--- src/rtl/dmem_access_if.sv ---
// Bus bundle for the data-memory responder.
//   Request side  : v_i, stall_o, we_i, addr_i, data_i, rd_name_i
//   SRAM side     : mem_a_o, mem_w_o, mem_d_o, mem_q_i
//   Writeback side: wb_o, wb_rd_name_o, wb_rd_data_o, wb_stall_i
//   Status        : busy_o
// Member names keep the original port names. The _i/_o suffixes are relative
// to dmem_access, which connects through the slave modport.
interface dmem_access_if #(
  parameter int unsigned ADDR_W = 16,
  parameter int unsigned WORD_W = 32,
  parameter int unsigned RD_W   = 5
);
  logic              v_i;
  logic              stall_o;
  logic              we_i;
  logic [ADDR_W-1:0] addr_i;
  logic [WORD_W-1:0] data_i;
  logic [RD_W-1:0]   rd_name_i;
  logic [ADDR_W-1:0] mem_a_o;
  logic              mem_w_o;
  logic [WORD_W-1:0] mem_d_o;
  logic [WORD_W-1:0] mem_q_i;
  logic              wb_o;
  logic [RD_W-1:0]   wb_rd_name_o;
  logic [WORD_W-1:0] wb_rd_data_o;
  logic              wb_stall_i;
  logic              busy_o;

  modport slave (
    input  v_i, we_i, addr_i, data_i, rd_name_i, mem_q_i, wb_stall_i,
    output stall_o, mem_a_o, mem_w_o, mem_d_o,
           wb_o, wb_rd_name_o, wb_rd_data_o, busy_o
  );

  modport master (
    output v_i, we_i, addr_i, data_i, rd_name_i, mem_q_i, wb_stall_i,
    input  stall_o, mem_a_o, mem_w_o, mem_d_o,
           wb_o, wb_rd_name_o, wb_rd_data_o, busy_o
  );
endinterface

--- src/rtl/dmem_access.sv ---
// Data-memory responder for the Venus core.
// Accepts load/store requests (v_i/stall_o handshake) and drives the
// synchronous data SRAM, which has one-cycle read latency. A load sets an
// in-flight flag for one cycle, and the returning SRAM word is captured with
// its destination tag into an in-order return FIFO. The FIFO head drives the
// writeback port, and wb_stall_i holds it.
// Ports:
//   clk - clock
//   rst - asynchronous, active-high reset
//   bus - dmem_access_if.slave (request, SRAM, writeback, busy)
module dmem_access #(
  parameter int unsigned ADDR_W = 16,
  parameter int unsigned WORD_W = 32,
  parameter int unsigned RD_W   = 5,
  parameter int unsigned DEPTH  = 2
) (
  input  logic           clk,
  input  logic           rst,
  dmem_access_if.slave   bus
);
  localparam int unsigned PW = $clog2(DEPTH);
  localparam int unsigned CW = PW + 1;
  localparam logic [CW:0] DEPTH_L = (CW+1)'(DEPTH);

  logic              inflight;
  logic [RD_W-1:0]   tag;
  logic [CW-1:0]     count;
  logic [PW-1:0]     wr_ptr;
  logic [PW-1:0]     rd_ptr;
  logic [RD_W-1:0]   fifo_name [DEPTH];
  logic [WORD_W-1:0] fifo_data [DEPTH];

  logic        acc;
  logic        ld_acc;
  logic        pop;
  logic        push;
  logic        stall;
  logic [CW:0] level;

  // Credit check: the in-flight load and the entry leaving this cycle both
  // count. A push can therefore never find the FIFO full.
  always_comb begin
    push   = inflight;
    pop    = (count != '0) & ~bus.wb_stall_i;
    level  = {1'b0, count} + (CW+1)'(inflight) - (CW+1)'(pop);
    stall  = (level >= DEPTH_L);
    acc    = bus.v_i & ~stall;
    ld_acc = acc & ~bus.we_i;
  end

  assign bus.stall_o      = stall;
  assign bus.mem_a_o      = bus.addr_i;
  assign bus.mem_d_o      = bus.data_i;
  assign bus.mem_w_o      = acc & bus.we_i & ~rst;
  assign bus.wb_o         = (count != '0);
  assign bus.wb_rd_name_o = fifo_name[rd_ptr];
  assign bus.wb_rd_data_o = fifo_data[rd_ptr];
  assign bus.busy_o       = inflight | (count != '0);

  always_ff @(posedge clk or posedge rst) begin
    if (rst) begin
      inflight <= 1'b0;
      tag      <= '0;
    end else begin
      inflight <= ld_acc;
      if (ld_acc) tag <= bus.rd_name_i;
    end
  end

  // Storage is reset as well, so the head outputs read 0 out of reset.
  always_ff @(posedge clk or posedge rst) begin
    if (rst) begin
      for (int unsigned i = 0; i < DEPTH; i++) begin
        fifo_name[i] <= '0;
        fifo_data[i] <= '0;
      end
    end else if (push) begin
      fifo_name[wr_ptr] <= tag;
      fifo_data[wr_ptr] <= bus.mem_q_i;
    end
  end

  always_ff @(posedge clk or posedge rst) begin
    if (rst) begin
      wr_ptr <= '0;
      rd_ptr <= '0;
      count  <= '0;
    end else begin
      if (push) wr_ptr <= wr_ptr + PW'(1);
      if (pop)  rd_ptr <= rd_ptr + PW'(1);
      count <= count + CW'(push) - CW'(pop);
    end
  end
endmodule
--- src/flat_wrapper.sv ---
// flat-port wrapper written by rule: the top's interface ports become plain ports
module dmem_access_flat 
#(
  parameter int unsigned ADDR_W = 16,
  parameter int unsigned WORD_W = 32,
  parameter int unsigned RD_W   = 5,
  parameter int unsigned DEPTH  = 2
)
  (clk, rst, bus_v_i, bus_we_i, bus_addr_i, bus_data_i, bus_rd_name_i, bus_mem_q_i, bus_wb_stall_i, bus_stall_o, bus_mem_a_o, bus_mem_w_o, bus_mem_d_o, bus_wb_o, bus_wb_rd_name_o, bus_wb_rd_data_o, bus_busy_o);
  dmem_access_if #(.ADDR_W(ADDR_W), .WORD_W(WORD_W), .RD_W(RD_W)) bus_i ();
  input  logic clk;
  input  logic rst;
  input wire logic [$bits(bus_i.v_i)-1:0] bus_v_i;
  input wire logic [$bits(bus_i.we_i)-1:0] bus_we_i;
  input wire logic [$bits(bus_i.addr_i)-1:0] bus_addr_i;
  input wire logic [$bits(bus_i.data_i)-1:0] bus_data_i;
  input wire logic [$bits(bus_i.rd_name_i)-1:0] bus_rd_name_i;
  input wire logic [$bits(bus_i.mem_q_i)-1:0] bus_mem_q_i;
  input wire logic [$bits(bus_i.wb_stall_i)-1:0] bus_wb_stall_i;
  output wire logic [$bits(bus_i.stall_o)-1:0] bus_stall_o;
  output wire logic [$bits(bus_i.mem_a_o)-1:0] bus_mem_a_o;
  output wire logic [$bits(bus_i.mem_w_o)-1:0] bus_mem_w_o;
  output wire logic [$bits(bus_i.mem_d_o)-1:0] bus_mem_d_o;
  output wire logic [$bits(bus_i.wb_o)-1:0] bus_wb_o;
  output wire logic [$bits(bus_i.wb_rd_name_o)-1:0] bus_wb_rd_name_o;
  output wire logic [$bits(bus_i.wb_rd_data_o)-1:0] bus_wb_rd_data_o;
  output wire logic [$bits(bus_i.busy_o)-1:0] bus_busy_o;
  assign bus_i.v_i = bus_v_i;
  assign bus_i.we_i = bus_we_i;
  assign bus_i.addr_i = bus_addr_i;
  assign bus_i.data_i = bus_data_i;
  assign bus_i.rd_name_i = bus_rd_name_i;
  assign bus_i.mem_q_i = bus_mem_q_i;
  assign bus_i.wb_stall_i = bus_wb_stall_i;
  assign bus_stall_o = bus_i.stall_o;
  assign bus_mem_a_o = bus_i.mem_a_o;
  assign bus_mem_w_o = bus_i.mem_w_o;
  assign bus_mem_d_o = bus_i.mem_d_o;
  assign bus_wb_o = bus_i.wb_o;
  assign bus_wb_rd_name_o = bus_i.wb_rd_name_o;
  assign bus_wb_rd_data_o = bus_i.wb_rd_data_o;
  assign bus_busy_o = bus_i.busy_o;
  dmem_access #(.ADDR_W(ADDR_W), .WORD_W(WORD_W), .RD_W(RD_W), .DEPTH(DEPTH)) u_core (.clk(clk), .rst(rst), .bus(bus_i));
endmodule
--- config.mk ---
export PLATFORM = sky130hd
export DESIGN_NAME = dmem_access_flat
export DESIGN_NICKNAME = d
export VERILOG_FILES = /design/src/rtl/dmem_access_if.sv /design/src/rtl/dmem_access.sv /design/src/flat_wrapper.sv
export SDC_FILE = /design/constraint.sdc
export NUM_CORES = 1
export LEC_CHECK = 0
export ABC_AREA = 1
export CORE_MARGIN = 2
export CORE_UTILIZATION = 50
export DETAILED_ROUTE_END_ITERATION = 6
export DONT_BUFFER_PORTS = 1
export PLACE_DENSITY = 0.62
export SLEW_MARGIN = 0
export SYNTH_ARGS = -nofsm -noshare
export SYNTH_HDL_FRONTEND = slang
export SYNTH_SLANG_ARGS = --single-unit
--- constraint.sdc ---
create_clock -name clk -period 4.1 [get_ports clk]
set_input_delay 1.025 -clock clk [delete_from_list [all_inputs] [get_ports clk]]
set_output_delay 1.025 -clock clk [all_outputs]
set_load 0.005 [all_outputs]
# == Word level (Yosys, flattened, before mapping) ==
# Cells that the tools add are included.
# totals
register_bits,84
input_bits,90
wordCells,45
# op_classes
add_sub_neg,6
order_cmp,4
n_mux,12
bitwise,12
reduce_logical,2
# ops
cell,count
$mux W32,4
$bwmux W64,1
$demux W32 S1,1
$mux W5,4
$bwmux W10,1
$and A1 B1 Y1,5
$demux W5 S1,1
$ge A2 B2 Y1 const B,2
$not A1 Y1,4
$not A1 Y2,2
$add A2 B1 Y3,1
$ge A3 B2 Y1 const B,1
$sub A3 B1 Y3,1
$add A1 B1 Y1 const B,2
$add A2 B1 Y2,1
$lt A2 B1 Y1 const B,1
$reduce_bool A2 Y1,1
$sub A2 B1 Y2,1
$logic_and A1 B1 Y1,1
$or A1 B1 Y1,1

# == Depth between registers and ports, before layout ==
# Gate-level depths: netlist (run 1).
# logic_depth
ltp_word,8
mapped_depth,14
ltp_nobuf,14

# == Least setup slack after synthesis (run 1) ==
# OpenSTA, ideal clock, no wires.
# synth_path
path_type,input to output
start,in bus_wb_stall_i
end,out bus_mem_w_o
t_arrival_ps,2534
slack_ps,541
path_stages,12
path_buffers,0
cell_sequence,inv_1 nand2_1 inv_1 ha_1 inv_1 ha_1 fa_1 inv_1 nand2_1 nor2_4 nand3_1 nor2_1
# synth_via
elab_chain_len,8
# synth_rtl
element,line_no,text
"start, declared",flat_wrapper.sv:19,input wire logic [$bits(bus_i.wb_stall_i)-1:0] bus_wb_stall_i;
$not A1 Y1,dmem_access.sv:44,pop = (count != '0) & ~bus.wb_stall_i;
$and A1 B1 Y1,dmem_access.sv:44,
via u_core.pop,dmem_access.sv:35,logic pop;
$sub A3 B1 Y3,dmem_access.sv:45,"level = {1'b0, count} + (CW+1)'(inflight) - (CW+1)'(pop);"
via u_core.level[1],dmem_access.sv:38,logic [CW:0] level;
$ge A3 B2 Y1,dmem_access.sv:46,stall = (level >= DEPTH_L);
$not A1 Y1,dmem_access.sv:47,acc = bus.v_i & ~stall;
$and A1 B1 Y1,dmem_access.sv:47,
$and A1 B1 Y1 (2 in a row),dmem_access.sv:54,assign bus.mem_w_o = acc & bus.we_i & ~rst;
"end, declared",flat_wrapper.sv:22,output wire logic [$bits(bus_i.mem_w_o)-1:0] bus_mem_w_o;
# The timed path passes the listed nets, and every way through them passes these cells.

# == Final worst setup path (run 1) ==
# Same ends and word-level chain as after synthesis.

==> results of run 1 <==
[sequential cells by signal, indices dropped and copies added, names as in the netlist]
signal / flops
u_core.count: 2
u_core.fifo_data: 64
u_core.fifo_name: 10
u_core.inflight: 1
u_core.rd_ptr: 1
u_core.tag: 5
u_core.wr_ptr: 1
[synthesized netlist by cell type]
cell type | instances | area, µm²
buf_2 | 12 | 60.06
buf_4 | 48 | 360.4
buf_6 | 6 | 67.56
clkbuf_1 | 5 | 18.77
clkbuf_2 | 1 | 5.000
dfrtp_1 | 84 | 2102
fa_1 | 1 | 20.02
ha_1 | 2 | 25.02
inv_1 | 49 | 183.9
inv_2 | 1 | 3.750
nand2_1 | 202 | 758.2
nand3_1 | 3 | 15.01
nand4_1 | 5 | 31.28
nor2_1 | 2 | 7.510
nor2_4 | 1 | 11.26
o21ai_0 | 44 | 220.2
o21ai_1 | 10 | 50.05
o21ai_2 | 20 | 175.2
or2_4 | 1 | 8.760
xor2_1 | 1 | 8.760
[per-stage QoR]
stage / setup WS (ns) / power (mW) / utilization (%)
detailed placement: 0.4181 / 2.687 / 46.78
global placement: 0.4845 / 2.639 / 46.78
finish: 0.4302 / 3.238 / 49.27
floorplan: 0.5413 / 2.481 / -
global route: 0.2613 / 3.563 / 49.27
CTS: 0.4266 / 3.290 / 49.27
[logic make-up (layout without fill, tap and decap cells)]
logic type / after synthesis / after routing / share of synthesized area (%)
fa+ha+maj: 3 / 3 / 1.090
compound gates: 74 / 74 / 10.78
flops: 84 / 84 / 50.86
xor+xnor: 1 / 1 / 0.2120
simple gates: 214 / 214 / 20.13
buf+inv: 122 / 70 / 16.92
[routing by layer]
layer  global-route usage, %  vias up  part of all wire (%)
met1                   23.16     1296                    46
met2                   27.84       85                    45
met3                   5.347       12                   7.2
met4                   8.333        0                   1.6
met5                       0        -                     0
li1                        -     1360                     -
[how the worst max path moves through the flow]
stage,from,end,slack [ns]
6_report,bus_wb_stall_i,bus_mem_w_o,0.43
5_1_grt,u_core.count[1],bus_mem_w_o,0.26
4_1_cts,bus_wb_stall_i,bus_mem_w_o,0.43
3_5_place_dp,bus_wb_stall_i,bus_mem_w_o,0.42
3_3_place_gp,bus_wb_stall_i,bus_mem_w_o,0.48
2_1_floorplan,bus_wb_stall_i,bus_mem_w_o,0.54
[worst reg2reg max path: cells and delay by family, from the launching register on]
kind,cells,cell delay (ns)
fa+ha+maj,3,0.91
flops,1,0.40
simple gates,7,0.82
buf+inv,4,0.29
[power by group through the flow]
| stage | logic [mW] | registers, mW | clock network (mW) |
|---|---|---|---|
| 2_1_floorplan | 1.08 | 1.41 | 0 |
| 3_3_place_gp | 1.20 | 1.44 | 0 |
| 3_5_place_dp | 1.24 | 1.45 | 0 |
| 4_1_cts | 1.24 | 1.44 | 0.616 |
| 5_1_grt | 1.43 | 1.49 | 0.647 |
| 6_report | 1.20 | 1.44 | 0.594 |
[cell type report]
type,instances,share of cell area (%)
flip-flops and latches,84,52.71
clock inverters,6,1.600
multi-input cells,292,33.45
clock buffers,10,3.452
inverters,50,4.738
well taps,105,3.295
repair buffers,4,0.7531
==> impl_metrics.py, run 1 <==
metrics = {
    "critical_path": {
        "critical_path.slowest_cell": "fa_1",
        "worst_path_largest_cell_delay_ns": 0.47,
        "path_class": "input port to primary output",
        "rr_worst_depth": 14,
        "critical_path.cell_chain": "inv_1 -> nand2_1 -> inv_1 -> ha_1 -> inv_1 -> ha_1 -> fa_1 -> inv_1 -> nand2_1 -> nor2_4 -> nand3_1 -> nor2_1",
        "reg2reg_slack_ns": 1.59,
        "required_ns": 3.07,
        "worst_setup_path_end_kind": "primary output",
        "r2r-start": "u_core.count[1]",
        "r2r_end": "u_core.tag[2]",
        "crit_top_cell": "inv_1",
        "crit_family": "adder cells",
        "arrival_ns": 2.64,
        "start_kind": "input port",
        "path_buf_inv": 4,
        "path_max_fanout": 8,
        "cp.depth": 12,
    },
    "hold_path": {
        "hp-class": "flip-flop to flip-flop",
        "worstHoldStart": "u_core.tag[3]",
        "whs_endpoint": "u_core.tag[3]",
        "min_path_cells": 2,
    },
    "power": {
        "power_density_mw_per_mm2": 811.9,
        "p_leak_nw": 2.153,
        "p_int_mw": 1.944,
        "seq_power_share_pct": 44.5,
        "switching_share_pct": 39.94,
        "comb_power_share_pct": 37.2,
        "irDropWorstVdd_mv": 0.3342,
        "p_clk_share_pct": 18.4,
        "switchingPower_mw": 1.293,
    },
    "timing": {
        "maxSlewViolCount": 0,
        "skew_ns": 0.01431,
        "tightest_slew_ns": 1.037,
        "whs_ns": 0.4745,
        "fmax_mhz": 272.5,
        "finalHoldViolations": 0,
        "period_needed_ns": 3.670,
        "setup-tns-final_ns": 0,
        "grt_setup_unrepaired": "false",
        "relSlewSlack_pct": 30.76,
        "finalSetupViolations": 0,
        "final.period_utilization_pct": 89.51,
    },
    "placed_design": {
        "placed_area_mm2": 0.003786,
        "place_congestion": 0.6827,
        "port_buffers": 0,
        "dp_hpwl_um": 4725,
        "placed_cells": 535,
    },
    "cts": {
        "cts_sinks": 84,
        "clk_pin_slew_worst_paths_ns": 0.08,
        "cts_root_buf": "clkbuf_8",
        "cts.repair.resized": 0,
        "clock_latency_ns": 0.36,
        "postCtsSetupRepairBufs": 0,
        "cts_made_buffers": 9,
        "tritoncts": "done",
        "h-tree-depth": 3,
        "ctsHoldBuffers": 0,
        "clockBufferDepth": 2,
    },
    "status": {
        "status": "complete, no violations",
    },
    "synth": {
        "synthCells": 498,
        "syn-num-nets": 591,
        "ys_seq_area_share_pct": 50.86,
        "syn_area_per_cell_um2": 8.299,
        "synth_cell_types": 20,
        "syn_area_mm2": 0.004133,
        "ys_warn_count": 0,
        "ys_ff_latch": 84,
    },
    "global_route": {
        "antenna_found_initial": 0,
        "gr-total-overflow": 0,
        "grt_max_degree": 76,
        "grt_usage_pct": 17.95,
        "grt_pass1_vias": 2626,
        "grt_first_pass_wirelength_um": 12410,
    },
    "floorplanning": {
        "fp-row-count": 33,
        "fp.dieW_um": 94.92,
        "dieArea_mm2": 0.009009,
        "fp.dieH_um": 94.92,
        "core_area_mm2": 0.008093,
        "initial_utilization_pct": 51.07,
        "ios": 179,
    },
    "layout": {
        "fin_nets": 534,
        "final_cell_mix": "201 x nand2_1, 84 x dfrtp_1, 48 x inv_1",
        "final_common_cell": "nand2_1",
        "final-seq-area_mm2": 0.002102,
        "drive_gt1_share_pct": 10.09,
        "syn_to_final_growth_pct": -3.512,
        "final_area_mm2": 0.003988,
        "stdcell_count": 551,
        "multi_input_area_mm2": 0.001334,
        "n_antenna_cell": 0,
        "num-fill-cells": 809,
    },
    "routing": {
        "routedWlPerCell_um": 13.69,
        "wl_um": 7545,
        "ant_nets": 0,
        "drc_errors": 0,
        "drt_iter0_drc": 187,
        "dr.pass1.iters": 5,
        "num_vias": 2753,
        "via_per_inst": 4.996,
    },
    "run": {
        "cap_violations": 0,
    },
}
Note: power is estimated with default switching activity, not from simulation.
==> run 2, diff against run 1 <==
--- a/config.mk
+++ b/config.mk
@@ -10,7 +10,7 @@
 export CORE_UTILIZATION = 50
 export DETAILED_ROUTE_END_ITERATION = 6
 export DONT_BUFFER_PORTS = 1
-export PLACE_DENSITY = 0.62
+export PLACE_DENSITY = 0.65
 export SLEW_MARGIN = 0
 export SYNTH_ARGS = -nofsm -noshare
 export SYNTH_HDL_FRONTEND = slang
==> constraint.sdc (replaced) <==
create_clock -name clk -period 3.2 [get_ports clk]
set_input_delay 0.8 -clock clk [delete_from_list [all_inputs] [get_ports clk]]
set_output_delay 0.8 -clock clk [all_outputs]
set_load 0.005 [all_outputs]
==> run 2 against run 1 <==
Sequential share of layout area fell by 1.7 points. Register-to-register slack got worse by 0.84 ns. Count of clock-buffer cells in the layout rose by 2. Setup slack got worse by 0.31 ns. First-iteration DRC count fell by 4.3%. Utilization rose by 1.7 points. Critical path depth rose by 1. Final area rose by 3.4%. Clock skew fell by 0.0085 ns.
==> impl_metrics.py, run 2 (same netlist as run 1, synthesis figures left out) <==
metrics = {
    "cts": {
        "cts_made_buffers": 9,
        "tritoncts": "done",
        "clk_pin_slew_worst_paths_ns": 0.08,
        "clockBufferDepth": 2,
        "h-tree-depth": 3,
        "cts_root_buf": "clkbuf_8",
        "clock_latency_ns": 0.35,
        "ctsHoldBuffers": 0,
        "cts_sinks": 84,
    },
    "status": {
        "status": "complete, no violations",
    },
    "floorplanning": {
        "fp.dieH_um": 94.92,
        "fp-row-count": 33,
        "core_area_mm2": 0.008093,
        "ios": 179,
        "fp.dieW_um": 94.92,
        "dieArea_mm2": 0.009009,
        "initial_utilization_pct": 51.07,
    },
    "timing": {
        "relSlewSlack_pct": 37.83,
        "skew_ns": 0.005818,
        "whs_ns": 0.3914,
        "finalHoldViolations": 0,
        "tightest_slew_ns": 0.9325,
        "maxSlewViolCount": 0,
        "finalSetupViolations": 0,
        "period_needed_ns": 3.085,
        "fmax_mhz": 324.2,
        "final.period_utilization_pct": 96.39,
        "finalWorstSetupSlack_ns": 0.1155,
    },
    "routing": {
        "via_per_inst": 4.941,
        "highest_layer": "met4",
        "dr_wl_met3_um": 521,
        "num_vias": 2777,
        "ant_nets": 0,
        "routedWlPerCell_um": 13.62,
        "drc_errors": 0,
        "dr.pass1.iters": 4,
        "wl_met1_um": 3388,
        "wl_um": 7656,
        "wl_met2_um": 3586,
        "drt_iter0_drc": 179,
    },
    "run": {
        "cap_violations": 0,
    },
    "placed_design": {
        "dp_worst_setup_slack_ns": 0.02560,
        "place_congestion": 0.6926,
        "dp_hpwl_um": 4941,
        "port_buffers": 0,
    },
    "layout": {
        "multi_input_area_mm2": 0.001374,
        "final_cell_mix": "198 x nand2_1, 84 x dfrtp_1, 44 x o21ai_0",
        "drive_gt1_share_pct": 14.66,
        "max_flop_register": "u_core.fifo_data",
        "final_util_pct": 50.96,
        "fin_nets": 545,
        "num-fill-cells": 809,
        "final-seq-area_mm2": 0.002102,
        "final_common_cell": "nand2_1",
        "syn_to_final_growth_pct": -0.2118,
        "top_regs": "u_core.fifo_data: 64 flops, u_core.fifo_name: 10 flops, u_core.tag: 5 flops",
        "n_antenna_cell": 0,
        "largest_reg_flops": 64,
    },
    "power": {
        "power_density_mw_per_mm2": 1054,
        "irDropWorstVdd_mv": 0.6549,
        "power_mw": 4.347,
        "p_leak_nw": 2.210,
    },
    "critical_path": {
        "start_kind": "flip-flop",
        "worst_setup_path_end_kind": "primary output",
        "critical_path.slowest_cell": "fa_1",
        "worst_path_largest_cell_delay_ns": 0.44,
        "crit_start": "u_core.count[1]",
        "path_max_fanout": 2,
        "crit_family": "adder cells",
        "r2r-start": "u_core.count[1]",
        "path_class": "flip-flop to primary output",
        "arrival_ns": 2.28,
        "critical_path.cell_chain": "inv_2 -> nand2_2 -> nand2_2 -> inv_2 -> ha_4 -> inv_2 -> ha_4 -> fa_1 -> inv_1 -> nand2_2 -> nor2_4 -> nand3_2 -> nor2_2",
        "required_ns": 2.40,
        "path_buf_inv": 4,
    },
    "hold_path": {
        "hp-class": "input port to async pin",
    },
    "global_route": {
        "grt_usage_pct": 17.85,
        "antenna_found_initial": 0,
        "grt_first_pass_wirelength_um": 12470,
        "grt_max_degree": 76,
        "gr-total-overflow": 0,
        "grt_pass1_vias": 2592,
    },
}
==> run 2: area by class of cell <==
class	instances	area share [%]
tap	105	3.186
timing repair buffer	15	3.034
sequential	84	50.97
multi-input combinational	292	33.31
inverter	50	4.581
clock buffer	12	3.762
clock inverter	4	1.153
==> run 2: worst register-to-register path, cell delays in order, from the launching register on <==
cell and delay [ns]:
dfrtp_1 0.40, inv_2 0.07, nand2_2 0.07, nand2_2 0.07
inv_2 0.05, ha_4 0.25, inv_2 0.04, ha_4 0.15
fa_1 0.44, inv_1 0.08, nand2_2 0.06, nor2_4 0.09
buf_4 0.12, buf_4 0.13, nand3_1 0.17, nand2_1 0.11
nand2_1 0.05
==> run 2: what timing repair did <==
| action | CTS | global route |
|---|---|---|
| endpoints found under the setup margin | 2 | 2 |
| gates cloned | 0 | 0 |
| buffers inserted | 6 | 2 |
| resized for setup | 13 | 0 |
| pin swaps | 7 | 4 |
==> run 2: where the power goes <==
group,switching (mW),leakage [nW],internal (mW)
combinational,1.08,1.09,0.657
clock,0.361,0.102,0.401
sequential,0.266,1.02,1.59
total,1.70,2.21,2.64
==> run 2: worst paths after layout <==
kind / cells past startpoint / to / slack (ns)
min in group clk: 2 / u_core.tag[0] / 0.48
worst max register to register: 16 / u_core.tag[1] / 0.75
worst min register to register: 2 / u_core.tag[0] / 0.48
max in group asynchronous: 2 / u_core.fifo_data[41] / 2.15
worst min-delay path: 1 / u_core.tag[1] / 0.39
worst max-delay path: 13 / bus_mem_w_o / 0.12
==> run 2: per-layer routing <==
layer	vias up	GRT usage [%]
met5	-	0
met4	0	8.575
met3	28	4.629
met2	86	27.78
met1	1286	23.25
li1	1377	-
==> run 2: stage by stage <==
step                      cell area, µm²  setup TNS (ns)  instances
after floorplan                     4133               0        498
after global placement              3821               0        538
after detailed placement            3821               0        538
after CTS                           4109        -0.02929        560
after global routing                4124        -0.01058        562
final                               4124               0        562
